### src/rtl/rand_num_gen.sv
// Two-LFSR pseudo-random direction generator for the maze carver: a 32-bit and a
// 31-bit Fibonacci LFSR whose low bits are XORed into a registered 2-bit code.
// The output is named rand_val because "rand" is a reserved SystemVerilog keyword.
module rand_num_gen #(
  parameter logic [31:0] SEED_A = 32'h0000_0001,
  parameter logic [30:0] SEED_B = 31'h0000_0001
) (
  input  logic       clk,
  input  logic       reset,
  output logic [1:0] rand_val
);

  // An all-zero seed would lock the register up, so it is replaced by 1.
  localparam logic [31:0] INIT_A = (SEED_A == 32'd0) ? 32'd1 : SEED_A;
  localparam logic [30:0] INIT_B = (SEED_B == 31'd0) ? 31'd1 : SEED_B;

  // Declaration initialisers give the reset state before the first reset.
  logic [31:0] a        = INIT_A;
  logic [30:0] b        = INIT_B;
  logic [1:0]  rand_p0  = 2'b00;
  logic [31:0] a_next;
  logic [30:0] b_next;

  function automatic logic [31:0] lfsr_a_step(input logic [31:0] cur);
    logic fa;
    if (cur == 32'd0) begin
      return 32'd1;
    end
    fa = cur[31] ^ cur[21] ^ cur[1] ^ cur[0];
    return {cur[30:0], fa};
  endfunction

  function automatic logic [30:0] lfsr_b_step(input logic [30:0] cur);
    logic fb;
    if (cur == 31'd0) begin
      return 31'd1;
    end
    fb = cur[30] ^ cur[27];
    return {cur[29:0], fb};
  endfunction

  function automatic logic [1:0] mix(input logic [31:0] na, input logic [30:0] nb);
    return na[1:0] ^ nb[1:0];
  endfunction

  always_comb begin
    a_next = lfsr_a_step(a);
    b_next = lfsr_b_step(b);
  end

  // Stage p0: LFSR state and the output code are registered on the same edge.
  always_ff @(posedge clk) begin
    if (reset) begin
      a       <= INIT_A;
      b       <= INIT_B;
      rand_p0 <= 2'b00;
    end else begin
      a       <= a_next;
      b       <= b_next;
      rand_p0 <= mix(a_next, b_next);
    end
  end

  assign rand_val = rand_p0;

endmodule

### config.mk
export PLATFORM = sky130hd
export DESIGN_NAME = rand_num_gen
export DESIGN_NICKNAME = d
export VERILOG_FILES = /design/src/rtl/rand_num_gen.sv
export SDC_FILE = /design/constraint.sdc
export NUM_CORES = 1
export LEC_CHECK = 0
export CELL_PAD_IN_SITES_DETAIL_PLACEMENT = 0
export CELL_PAD_IN_SITES_GLOBAL_PLACEMENT = 1
export CORE_ASPECT_RATIO = 0.8
export CORE_MARGIN = 3
export CORE_UTILIZATION = 45
export CTS_BUF_LIST = sky130_fd_sc_hd__clkbuf_8
export CTS_CLUSTER_SIZE = 24
export DETAILED_ROUTE_END_ITERATION = 10
export PLACE_DENSITY_LB_ADDON = 0.25
export SYNTH_ARGS = -nofsm -noshare
export SYNTH_HDL_FRONTEND = slang
export SYNTH_SLANG_ARGS = --single-unit
### constraint.sdc
create_clock -name clk -period 2.05 [get_ports clk]
set_input_delay 0.205 -clock clk [delete_from_list [all_inputs] [get_ports clk]]
set_output_delay 0.205 -clock clk [all_outputs]
set_load 0.1 [all_outputs]
==> Word-level counts from Yosys, hierarchy flattened <==
Index checks and enable logic that the tools add are counted.
{ "op_classes": {"mux": 6, "bitwise": 5, "n_reduce_logical": 2} }
{ "ops": {"columns": ["cell", "n"], "rows": [
  ["32-bit 2-to-1 mux", 2],
  ["31-bit 2-to-1 mux", 2],
  ["32-bit logical NOT", 1],
  ["31-bit logical NOT", 1],
  ["1-bit XOR", 4],
  ["1-bit 2-to-1 mux", 2],
  ["2-bit XOR", 1]
]} }
{ "word_totals": {"regBits": 65, "elab_cells": 16} }

==> Longest topological paths before layout <==
{ "logic_depth": {"ltp_word": 5, "depth_mapped": 7, "ltp_nobuf": 5} }

==> Least setup slack after synthesis <==
Ideal clock, no wire load.
{ "synth_path": {"path_kind": "reg2reg", "start": "register b[0]", "end": "register b[1]", "t_arrival_ns": 1.209, "required_time_ns": 1.935, "path_slack_ns": 0.726, "path_stages_with_launch": 8, "synth_period_minus_slack_ns": 1.324, "path_cell_list": "dfxtp_1 nor4_1 nand4_1 nor2_1 nor2_1 buf_6 buf_6 and2_1"} }
{ "synth_via": {"elab_chain_len": 3} }
{ "synth_lines": {"columns": ["element", "line_no", "source"], "rows": [
  ["from (decl)", "19", "logic [30:0] b = INIT_B;"],
  ["from (signal assigned)", "59", "b <= b_next;"],
  ["31-bit logical NOT", "35", "if (cur == 31'd0) begin"],
  ["1-bit 2-to-1 mux", "35", null],
  ["31-bit 2-to-1 mux (*)", "38", "fb = cur[30] ^ cur[27];"]
]} }
Every way passes the cells marked *; elsewhere a longest branch is shown, timed or not.
A chain may end at the register's enable or synchronous reset.

==> Final worst setup path <==
{ "layout_path": {"start": "register a[11]", "end": "register a[29]"} }
{ "layout_via": {"elab_chain_len": 3} }
{ "layout_lines": {"columns": ["element", "line_no", "source"], "rows": [
  ["from (decl)", "18", "logic [31:0] a = INIT_A;"],
  ["from (signal assigned)", "58", "a <= a_next;"],
  ["32-bit logical NOT", "26", "if (cur == 32'd0) begin"],
  ["1-bit 2-to-1 mux", "26", null],
  ["32-bit 2-to-1 mux", "29", "fa = cur[31] ^ cur[21] ^ cur[1] ^ cur[0];"]
]} }
No other way between the ends.

==> flow_summary.toml <==
[status]
status = "complete, no violations"

[timing]
hold_viol = 0
setup_tns_ns = 0
whs_ns = 0.4556
slew_violations = 0
slew_headroom_pct = 79.20
fin_ws_ns = 0.5628
min_period_ns = 1.487
rsz0062_at_grt = "no"
period_share_pct = 72.55
fmax_mhz = 672.4
finClkSkew_ns = 0.008487
worst_pin_slew_ns = 0.3091
finalSetupViolations = 0

[synthesis]
synth_cell_type_count = 12
synth_most_common_cell = "dfxtp_1"
synth.largest_area_cell = "dfxtp_1"
synth_nets = 170
netlist_instances = 168
ys_seq_area_share_pct = 67.18
synth_area_um2 = 1937
synth-edff-count = 0
synth.mux.area_fraction_pct = 0
synth_top_family_by_area = "simple AND/OR/NAND/NOR gates"
ys_ff_latch = 65
synthArstFlopShare_pct = 0
synth_compound_area_share_pct = 0.5168
synth_xor_area_share_pct = 2.713
ys.flop_type = "dfxtp_1"
synth_fa_ha_area_share_pct = 0
synth-simple-area-share_pct = 27.65
synth_area_leaders = "dfxtp_1 67%, and2_1 19%, nor4_1 4.8%"
syn_area_per_cell_um2 = 11.53
synth.top_cells.by_count = "65 x dfxtp_1, 59 x and2_1, 15 x nor4_1"
synth_top_area_share_pct = 67.18
ys.warnings.count = 0

[place]
place_ws_ns = 0.5682
dp.cells = 223
dp_hpwl_um = 1931
place.gp.congestion = 0.7182
dpl_cell_area_um2 = 2016
port-buffer-count = 3

[power_and_ir_drop]
p_total_mw = 2.833
power.density_nw_per_um2 = 1263
pwr-share-clk_pct = 41.4
power.leakage_nw = 0.9224
power.switching_mw = 0.6900
vdd_ir_drop_max_v = 0.0007733
p_sw_share_pct = 24.36
p_int_mw = 2.143
pwr-share-seq_pct = 47.5
combPwrFrac_pct = 11.2

[routing]
drc = 0
ant_nets = 0
wire_per_inst_um = 12.24
wirelength_um = 2925
vias_per_cell = 4.577
drt_iter0_drc = 46
vias = 1094
drt-pass1-iter-count = 4

[worst_setup_path]
reg2reg_from = "a[11]$_SDFF_PP0_"
worst_setup_path_start_kind = "flop"
r2r_end = "a[29]$_SDFF_PP0_"
crit_path_max_fanout = 22
worstSetupPathType = "reg -> reg"
r2r_setup_slack_ns = 0.56
critPathRequiredTime_ns = 2.27
worst-path-buf-inv = 1
crit_path_end_kind = "flop"
rr_worst_depth = 6
path_cells = "nor4_1 > nand4_1 > nor2_1 > nor2_1 > buf_4 > and2_1"
crit_top_cell = "nor2_1"
slowest_delay_ns = 0.33
worst_ep_arrival_time_ns = 1.71
crit_family = "simple AND/OR/NAND/NOR gates"
crit_slowest_cell = "nor4_1"

[cells_and_area]
regArea_um2 = 1301
drive_gt1_share_pct = 10.87
nNetsFinal = 181
n_fill_cell = 352
area_growth_syn_to_layout_pct = 15.76
finalInstanceArea_um2 = 2242
fin_util_pct = 56.71
diodes = 0
final_cells = 239
multi_input_area_um2 = 598.1

[global_route]
grt_overflow = 0
grt_pass1_wl_um = 5492
antenna_found_initial = 0
grt_start_max_net_pins = 30
track_usage_pct = 14.65
first_global_vias = 1156

[clock_network]
cts_buffers = 9
cts_root_buf = "clkbuf_8"
worst_skew_pair.late_latency_ns = 0.33
postCtsSetupBuffers = 0
cts.sinks = 65
cts_tree = "yes"
ctsHtreeMaxLevel = 3
clock_path_buffers = 2
cts.clk_slew.worst_paths_ns = 0.07
cts_resized = 0
holdBufCountCts = 0

[flow_run]
cap_violations = 0

[die]
die_h_um = 64.68
dieArea_um2 = 5132
coreArea_um2 = 3954
core.rowCount = 20
start_util_pct = 48.99
ios = 4
die_x_um = 79.35

[hold_path]
worstHoldPathCells = 1
hold_class = "reg -> reg"
holdPathEnd = "b[2]$_SDFF_PP0_"
min_from = "b[1]$_SDFF_PP0_"
-- power by group through the flow --
| stage | Combinational [mW] | Clock (mW) | Sequential, mW |
|---|---|---|---|
| after floorplan | 0.156 | 0 | 1.47 |
| after global placement | 0.318 | 0 | 1.37 |
| after detailed placement | 0.319 | 0 | 1.37 |
| after CTS | 0.319 | 1.20 | 1.34 |
| after global routing | 0.352 | 1.27 | 1.35 |
| final | 0.316 | 1.17 | 1.34 |
-- sequential cells by signal, summed over array words and instances, names as in the netlist --
name	flops
a	32
rand_val	2
b	31
-- logic make-up (layout without fill, tap and decap cells) --
group / after synthesis / in the layout
simple gates: 89 / 89
flops: 65 / 65
xor+xnor: 6 / 6
buf+inv: 6 / 22
compound gates: 2 / 2
-- per-layer routing --
layer / track usage, % / part of all wire, % / vias to the layer above
li1: - / - / 567
met1: 19.56 / 54 / 508
met2: 18.49 / 39 / 13
met3: 8.056 / 4.5 / 6
met4: 7.725 / 2.4 / 0
met5: 0 / 0 / -
-- placed cells by master, fill, tap and decap left out --
master,instances
dfxtp_1,65
and2_1,59
nor4_1,15
clkbuf_8,14
nor2_1,6
xnor2_1,6
buf_4,5
nand4_1,4
nor2b_1,2
nand2_1,2
o21ai_0,2
nor3_1,1
bufinv_16,1
inv_1,1
clkdlybuf4s50_1,1
-- area by class of cell --
class	instances	area share, %
clock buffers	14	8.594
clock inverters	2	1.507
multi-input cells	97	26.67
flip-flops and latches	65	58.04
well taps	55	3.069
repair buffers	6	2.121
-- how the worst max path moves through the flow --
stage	start	end	slack, ns	cells past startpoint
3_5_place_dp	a[11]$_SDFF_PP0_	a[22]$_SDFF_PP0_	0.57	6
2_1_floorplan	b[0]$_SDFF_PP1_	b[1]$_SDFF_PP0_	0.73	7
6_report	a[11]$_SDFF_PP0_	a[29]$_SDFF_PP0_	0.56	6
5_1_grt	a[0]$_SDFF_PP1_	a[25]$_SDFF_PP0_	0.35	6
3_3_place_gp	a[11]$_SDFF_PP0_	a[25]$_SDFF_PP0_	0.61	6
4_1_cts	a[11]$_SDFF_PP0_	a[29]$_SDFF_PP0_	0.55	6
(Power assumes the default switching activity.)
